==> config.mk <==
export PLATFORM = sky130hd
export DESIGN_NAME = wb_commit_unit_flat
export DESIGN_NICKNAME = d
export VERILOG_FILES = /design/src/rtl/wb_commit_unit_if.sv /design/src/rtl/wb_commit_unit.sv /design/src/flat_wrapper.sv
export SDC_FILE = /design/constraint.sdc
export NUM_CORES = 1
export LEC_CHECK = 0
export CAP_MARGIN = 20
export CORE_MARGIN = 2
export CORE_UTILIZATION = 55
export CTS_BUF_LIST = sky130_fd_sc_hd__clkbuf_8
export DETAILED_ROUTE_END_ITERATION = 10
export PLACE_DENSITY_LB_ADDON = 0.25
export SLEW_MARGIN = 0
export SYNTH_ARGS = -nofsm -noshare
export SYNTH_HDL_FRONTEND = slang
export SYNTH_SLANG_ARGS = --single-unit
export TNS_END_PERCENT = 50
==> constraint.sdc <==
create_clock -name i_Clk -period 4.3 [get_ports i_Clk]
set_input_delay 0.645 -clock i_Clk [delete_from_list [all_inputs] [get_ports i_Clk]]
set_output_delay 0.645 -clock i_Clk [all_outputs]
set_load 0.005 [all_outputs]
==> src/rtl/wb_commit_unit_if.sv <==
// Bundles the MEM-stage result handshake, dmem load response and register-file write port of the commit queue.
interface wb_commit_unit_if #(
  parameter int DATA_W = 32,
  parameter int ADDR_W = 5
);
  logic              i_Valid;
  logic              i_IsLoad;
  logic [ADDR_W-1:0] i_DestReg;
  logic [DATA_W-1:0] i_AluResult;
  logic              o_Ready;
  logic              i_MemRespValid;
  logic [DATA_W-1:0] i_MemRespData;
  logic              o_RegWrite;
  logic [ADDR_W-1:0] o_WriteReg;
  logic [DATA_W-1:0] o_WriteData;
  logic [31:0]       o_PendingMask;
  logic              o_Stalled;
  logic              o_Error;

  modport master (
    output i_Valid, i_IsLoad, i_DestReg, i_AluResult, i_MemRespValid, i_MemRespData,
    input  o_Ready, o_RegWrite, o_WriteReg, o_WriteData, o_PendingMask, o_Stalled, o_Error
  );

  modport slave (
    input  i_Valid, i_IsLoad, i_DestReg, i_AluResult, i_MemRespValid, i_MemRespData,
    output o_Ready, o_RegWrite, o_WriteReg, o_WriteData, o_PendingMask, o_Stalled, o_Error
  );
endinterface

==> src/rtl/wb_commit_unit.sv <==
// In-order write-back commit queue: buffers MEM-stage results, fills loads from dmem in order,
// retires one entry per cycle to the register file and publishes a pending-destination mask.
module wb_commit_unit #(
  parameter int DEPTH  = 4,
  parameter int DATA_W = 32,
  parameter int ADDR_W = 5
) (
  input logic            i_Clk,
  input logic            i_reset_n,
  wb_commit_unit_if.slave bus
);
  localparam int PTR_W = $clog2(DEPTH);
  localparam int CNT_W = PTR_W + 1;

  typedef enum logic [1:0] {EMPTY, COMMIT, WAIT_LOAD} headState_t;

  headState_t        state, nextState;
  logic              isLoadQ [DEPTH];
  logic              okQ     [DEPTH];
  logic [ADDR_W-1:0] destQ   [DEPTH];
  logic [DATA_W-1:0] dataQ   [DEPTH];
  logic [PTR_W-1:0]  headPtr, tailPtr, fillPtr, fillIdx, nextHead, scanIdx, scanOff, occOff;
  logic [CNT_W-1:0]  count, remaining, nextCount;
  logic              push, pop, fill, fillFound, errorQ;
  logic              regWriteQ;
  logic [ADDR_W-1:0] writeRegQ;
  logic [DATA_W-1:0] writeDataQ;
  logic [31:0]       pendMask;

  assign bus.o_Ready = (count < CNT_W'(DEPTH));
  assign push        = bus.i_Valid && bus.o_Ready;
  assign pop         = (state == COMMIT);
  assign fill        = bus.i_MemRespValid && fillFound;

  // Search forward from the fill pointer for the oldest queued load still waiting for data.
  always_comb begin
    fillFound = 1'b0;
    fillIdx   = fillPtr;
    scanIdx   = '0;
    scanOff   = '0;
    for (int i = 0; i < DEPTH; i++) begin
      scanIdx = fillPtr + PTR_W'(i);
      scanOff = scanIdx - headPtr;
      if (!fillFound && ({1'b0, scanOff} < count) && isLoadQ[scanIdx] && !okQ[scanIdx]) begin
        fillFound = 1'b1;
        fillIdx   = scanIdx;
      end
    end
  end

  always_comb begin
    pendMask = '0;
    occOff   = '0;
    for (int j = 0; j < DEPTH; j++) begin
      occOff = PTR_W'(j) - headPtr;
      if ({1'b0, occOff} < count) pendMask = pendMask | (32'b1 << destQ[j]);
    end
    pendMask[0] = 1'b0;
  end

  // Next head state looks at the queue as it will be after this edge, including a fill landing on the new head.
  always_comb begin
    remaining = count - CNT_W'(pop);
    nextCount = remaining + CNT_W'(push);
    nextHead  = headPtr + PTR_W'(pop);
    nextState = state;
    if (nextCount == '0)
      nextState = EMPTY;
    else if (remaining == '0)
      nextState = bus.i_IsLoad ? WAIT_LOAD : COMMIT;
    else if (okQ[nextHead] || (fill && (fillIdx == nextHead)))
      nextState = COMMIT;
    else
      nextState = WAIT_LOAD;
  end

  always_ff @(posedge i_Clk or negedge i_reset_n) begin
    if (!i_reset_n) state <= EMPTY;
    else            state <= nextState;
  end

  always_ff @(posedge i_Clk or negedge i_reset_n) begin
    if (!i_reset_n) begin
      for (int k = 0; k < DEPTH; k++) begin
        isLoadQ[k] <= 1'b0;
        okQ[k]     <= 1'b1;
        destQ[k]   <= '0;
        dataQ[k]   <= '0;
      end
      headPtr <= '0;
      tailPtr <= '0;
      fillPtr <= '0;
      count   <= '0;
      errorQ  <= 1'b0;
    end else begin
      if (push) begin
        isLoadQ[tailPtr] <= bus.i_IsLoad;
        okQ[tailPtr]     <= !bus.i_IsLoad;
        destQ[tailPtr]   <= bus.i_DestReg;
        dataQ[tailPtr]   <= bus.i_IsLoad ? '0 : bus.i_AluResult;
        tailPtr          <= tailPtr + 1'b1;
      end
      // The fill pointer never trails the head, so it follows a pop that retires the entry it sits on.
      if (fill) begin
        dataQ[fillIdx] <= bus.i_MemRespData;
        okQ[fillIdx]   <= 1'b1;
        fillPtr        <= fillIdx + 1'b1;
      end else if (pop && (fillPtr == headPtr)) begin
        fillPtr <= headPtr + 1'b1;
      end
      if (pop) headPtr <= headPtr + 1'b1;
      count <= nextCount;
      if (bus.i_MemRespValid && !fillFound) errorQ <= 1'b1;
    end
  end

  always_ff @(posedge i_Clk or negedge i_reset_n) begin
    if (!i_reset_n) begin
      regWriteQ  <= 1'b0;
      writeRegQ  <= '0;
      writeDataQ <= '0;
    end else begin
      regWriteQ <= pop && (destQ[headPtr] != '0);
      if (pop && (destQ[headPtr] != '0)) begin
        writeRegQ  <= destQ[headPtr];
        writeDataQ <= dataQ[headPtr];
      end
    end
  end

  assign bus.o_RegWrite    = regWriteQ;
  assign bus.o_WriteReg    = writeRegQ;
  assign bus.o_WriteData   = writeDataQ;
  assign bus.o_PendingMask = pendMask;
  assign bus.o_Stalled     = (state == WAIT_LOAD);
  assign bus.o_Error       = errorQ;
endmodule
==> src/flat_wrapper.sv <==
// flat-port wrapper written by rule: the top's interface ports become plain ports
module wb_commit_unit_flat 
#(
  parameter int DEPTH  = 4,
  parameter int DATA_W = 32,
  parameter int ADDR_W = 5
)
  (i_Clk, i_reset_n, bus_i_Valid, bus_i_IsLoad, bus_i_DestReg, bus_i_AluResult, bus_i_MemRespValid, bus_i_MemRespData, bus_o_Ready, bus_o_RegWrite, bus_o_WriteReg, bus_o_WriteData, bus_o_PendingMask, bus_o_Stalled, bus_o_Error);
  wb_commit_unit_if #(.DATA_W(DATA_W), .ADDR_W(ADDR_W)) bus_i ();
  input logic i_Clk;
  input logic i_reset_n;
  input wire logic [$bits(bus_i.i_Valid)-1:0] bus_i_Valid;
  input wire logic [$bits(bus_i.i_IsLoad)-1:0] bus_i_IsLoad;
  input wire logic [$bits(bus_i.i_DestReg)-1:0] bus_i_DestReg;
  input wire logic [$bits(bus_i.i_AluResult)-1:0] bus_i_AluResult;
  input wire logic [$bits(bus_i.i_MemRespValid)-1:0] bus_i_MemRespValid;
  input wire logic [$bits(bus_i.i_MemRespData)-1:0] bus_i_MemRespData;
  output wire logic [$bits(bus_i.o_Ready)-1:0] bus_o_Ready;
  output wire logic [$bits(bus_i.o_RegWrite)-1:0] bus_o_RegWrite;
  output wire logic [$bits(bus_i.o_WriteReg)-1:0] bus_o_WriteReg;
  output wire logic [$bits(bus_i.o_WriteData)-1:0] bus_o_WriteData;
  output wire logic [$bits(bus_i.o_PendingMask)-1:0] bus_o_PendingMask;
  output wire logic [$bits(bus_i.o_Stalled)-1:0] bus_o_Stalled;
  output wire logic [$bits(bus_i.o_Error)-1:0] bus_o_Error;
  assign bus_i.i_Valid = bus_i_Valid;
  assign bus_i.i_IsLoad = bus_i_IsLoad;
  assign bus_i.i_DestReg = bus_i_DestReg;
  assign bus_i.i_AluResult = bus_i_AluResult;
  assign bus_i.i_MemRespValid = bus_i_MemRespValid;
  assign bus_i.i_MemRespData = bus_i_MemRespData;
  assign bus_o_Ready = bus_i.o_Ready;
  assign bus_o_RegWrite = bus_i.o_RegWrite;
  assign bus_o_WriteReg = bus_i.o_WriteReg;
  assign bus_o_WriteData = bus_i.o_WriteData;
  assign bus_o_PendingMask = bus_i.o_PendingMask;
  assign bus_o_Stalled = bus_i.o_Stalled;
  assign bus_o_Error = bus_i.o_Error;
  wb_commit_unit #(.DEPTH(DEPTH), .DATA_W(DATA_W), .ADDR_W(ADDR_W)) u_core (.i_Clk(i_Clk), .i_reset_n(i_reset_n), .bus(bus_i));
endmodule
==> impl_metrics.ini <==
[setup_path]
path_class = reg2out
ff2ff_setup_slack_ns = 0.44
worstPathMaxFanout = 10
arrival_ns = 3.44
cp.required_ns = 3.65
cp-end-kind = output port
reg2reg_depth = 15
r2r_start = u_core.fillPtr[0]
r2r-end = u_core.dataQ[45]
worstSetupStartpointType = register

[final_layout]
antennaDiodeCount = 0
final_cells = 1592
syn_to_final_growth_pct = 20.8
drive_above_1_share_pct = 23.1
fillers = 1704
final_nets = 1380

[detailed_routing]
antenna_left = 0
viasPerCell = 5.96
routed_wl_microns = 31500
remaining_drc_errors = 0
wl_per_cell_microns = 19.8
first_iter_violations = 727
vias = 9486
drt_first_pass_iters = 7

[grt]
grt_max_degree = 89
grt_util_met3_pct = 4.76
grt.overflow.total = 0
antenna_found_initial = 0
grt_pass1_vias = 9673
grt-busiest-layer = met2
grt_pass1_wl_microns = 51300
gr-usage-met2_pct = 44.9
grtUsageMet1_pct = 37.6
grtUsageTotal_pct = 27.3

[cts]
cts_hold_buf = 0
cts_tree = yes
cts_buffer_depth = 3
cts-root-buf = clkbuf_8
clkTransAtPathRegs_ns = 0.06
cts.sinks = 206
cts_made_buffers = 37
htree_num_levels = 2
cts_resized = 0
clock_latency_ns = 0.54
cts_setup_buffers = 0

[sta]
fin_crit_sh_pct = 94.9
fin_setup_tns_ns = 0
fin_worst_skew_ns = 0.0343
rsz0062_at_grt = false
tightest_slew_ns = 0.785
period_needed_ns = 4.08
max_slew_margin_pct = 47.5
fmax_mhz = 245
finalMaxSlewViolations = 0
setup_viol = 0
finalHoldViolations = 0

[die]
die_y_microns = 152
io_pins = 147
std_cell_rows = 54
core_sq_um = 21600
die_width_microns = 152
start_util_pct = 55.6
dieArea_sq_um = 23100

[logic_synthesis]
synth_top_flop_cell = dfrtp_1
syn_area_sq_um = 12000
ys_types = 64
synth_edf_count = 0
synth_nets = 1249
ys_seq_elements = 206
synthArstFlopShare_pct = 100
avgSynthCellArea_sq_um = 10.4
synth_cells = 1152
synth_seq_area_share_pct = 42.9
ys_warn_count = 0

[flow_run]
cap_violations = 0

[run_status]
status = finished, final reports clean

[place]
post-dp-hpwl_microns = 21500
portBuffers = 145
dp_cells = 1524
routabilityCongestion = 0.976

[power_and_ir_drop]
p_leak_nw = 6.39
ir_drop_v = 0.000409
power_density_nw_per_um2 = 787

[min_path]
hold_class = in2async
[kinds of logic (layout without fill, tap and decap cells)]
group	after synthesis	count (layout)	share of synthesized area [%]
AND/OR/NAND/NOR	356	356	13.6
XOR/XNOR	15	15	1.32
adder cells (fa/ha/maj)	23	23	2.39
buffers and inverters	104	264	3.69
AO/OA/AOI/OAI	226	226	11.6
other	1	1	0.0312
flip-flops	206	206	42.9
multiplexers	221	221	24.5
[worst max-delay path, cell delays in order, from the launching register on]
cell and delay, ns:
dfrtp_2 0.49, xor2_1 0.30, inv_1 0.08, ha_1 0.29, a21oi_1 0.09, o21bai_1 0.47
nor2_1 0.20, a22o_1 0.27, a221o_1 0.26, clkdlybuf4s50_1 0.44
[metal layers]
layer  vias to the layer above  wire length (microns)
li1                       4383                      -
met1                      4631                  13300
met2                       413                  15300
met3                        59                   2300
met4                         0                    599
met5                         -                      0
[synthesized netlist by cell type, types with 3 or more instances]
master / number / share of area [%]
and2_1: 8 / 0.42
clkbuf_1: 51 / 1.6
buf_2: 10 / 0.42
inv_1: 20 / 0.62
mux2_1: 20 / 1.9
nand3b_1: 3 / 0.19
buf_4: 11 / 0.69
o221ai_1: 7 / 0.51
o211ai_1: 5 / 0.31
a221o_1: 4 / 0.33
nor3b_1: 3 / 0.19
mux2_2: 158 / 15
o21ai_1: 3 / 0.12
or3_1: 3 / 0.16
buf_1: 11 / 0.34
dfstp_2: 4 / 0.87
ha_1: 23 / 2.4
mux4_2: 41 / 7.7
o21ai_0: 142 / 5.9
a32oi_1: 7 / 0.51
o22ai_1: 3 / 0.16
dfrtp_1: 202 / 42
o31ai_1: 3 / 0.19
a221oi_1: 5 / 0.36
nor2_1: 32 / 1.0
xor2_1: 3 / 0.22
nor2b_1: 16 / 0.83
nand2b_1: 53 / 2.8
or2_2: 3 / 0.16
xnor2_1: 10 / 0.73
a22oi_1: 17 / 1.1
nand2_1: 203 / 6.3
a21oi_1: 7 / 0.29
nor4_1: 3 / 0.16
nor3_1: 8 / 0.33
nand3_1: 13 / 0.54
[sequential cells by signal (all words and copies together), names as in the netlist]
name	count
u_core.bus.o_Error	1
u_core.bus.o_RegWrite	1
u_core.bus.o_WriteData	32
u_core.bus.o_WriteReg	5
u_core.count	3
u_core.dataQ	128
u_core.destQ	20
u_core.fillPtr	2
u_core.headPtr	2
u_core.isLoadQ	4
u_core.okQ	4
u_core.state	2
u_core.tailPtr	2
[final cells by class]
type / count / area [sq um] / share of cell area [%]
inverters: 21 / 78.8 / 0.543
repair buffers: 175 / 1730 / 11.9
flip-flops and latches: 206 / 5160 / 35.5
multi-input cells: 842 / 6440 / 44.3
clock buffers: 47 / 647 / 4.45
well taps: 280 / 350 / 2.41
clock inverters: 21 / 124 / 0.853
[where the power goes]
| part | switching (W) | internal [W] |
|---|---|---|
| Clock | 0.000820 | 0.00105 |
| Sequential | 0.000686 | 0.00280 |
| Combinational | 0.00295 | 0.00313 |
[worst max path at each step]
stage	from	to	slack (ns)	cells past startpoint
floorplan	u_core.headPtr[1]	u_core.dataQ[45]	0.57	16
global placement	u_core.fillPtr[0]	u_core.dataQ[43]	0.64	15
detailed placement	u_core.fillPtr[0]	u_core.dataQ[36]	0.50	15
finish	u_core.headPtr[1]	bus_o_PendingMask[5]	0.22	9
CTS	u_core.headPtr[1]	bus_o_PendingMask[5]	0.21	9
global route	u_core.headPtr[1]	bus_o_PendingMask[5]	0.02	9
[stage by stage]
step | util (%) | setup slack, ns | instance area [sq um] | hold WS, ns | power, W
floorplan | - | 0.567 | 12000 | 0.349 | 0.00752
finish | 67.2 | 0.219 | 14500 | 0.148 | 0.0114
CTS | 67.2 | 0.206 | 14500 | 0.165 | 0.0114
detailed placement | 63.6 | 0.500 | 13800 | 0.465 | 0.00952
global route | 67.2 | 0.0231 | 14500 | 0.199 | 0.0122
global placement | 63.6 | 0.639 | 13800 | 0.461 | 0.00939
[layout by cell type (no fill, tap or decap), types with 8 or more instances in the layout]
cell,instances
clkbuf_8,48
nand2_1,199
mux2_1,20
xnor2_1,10
ha_1,23
nor2b_1,16
nand2b_1,53
buf_4,26
nor2_1,32
o21ai_0,142
a22oi_1,17
nand3_1,13
nor3_1,8
dfrtp_1,200
mux2_2,158
and2_1,8
clkdlybuf4s50_1,143
inv_1,34
mux4_2,41
Note: power is estimated with default switching activity, not from simulation.
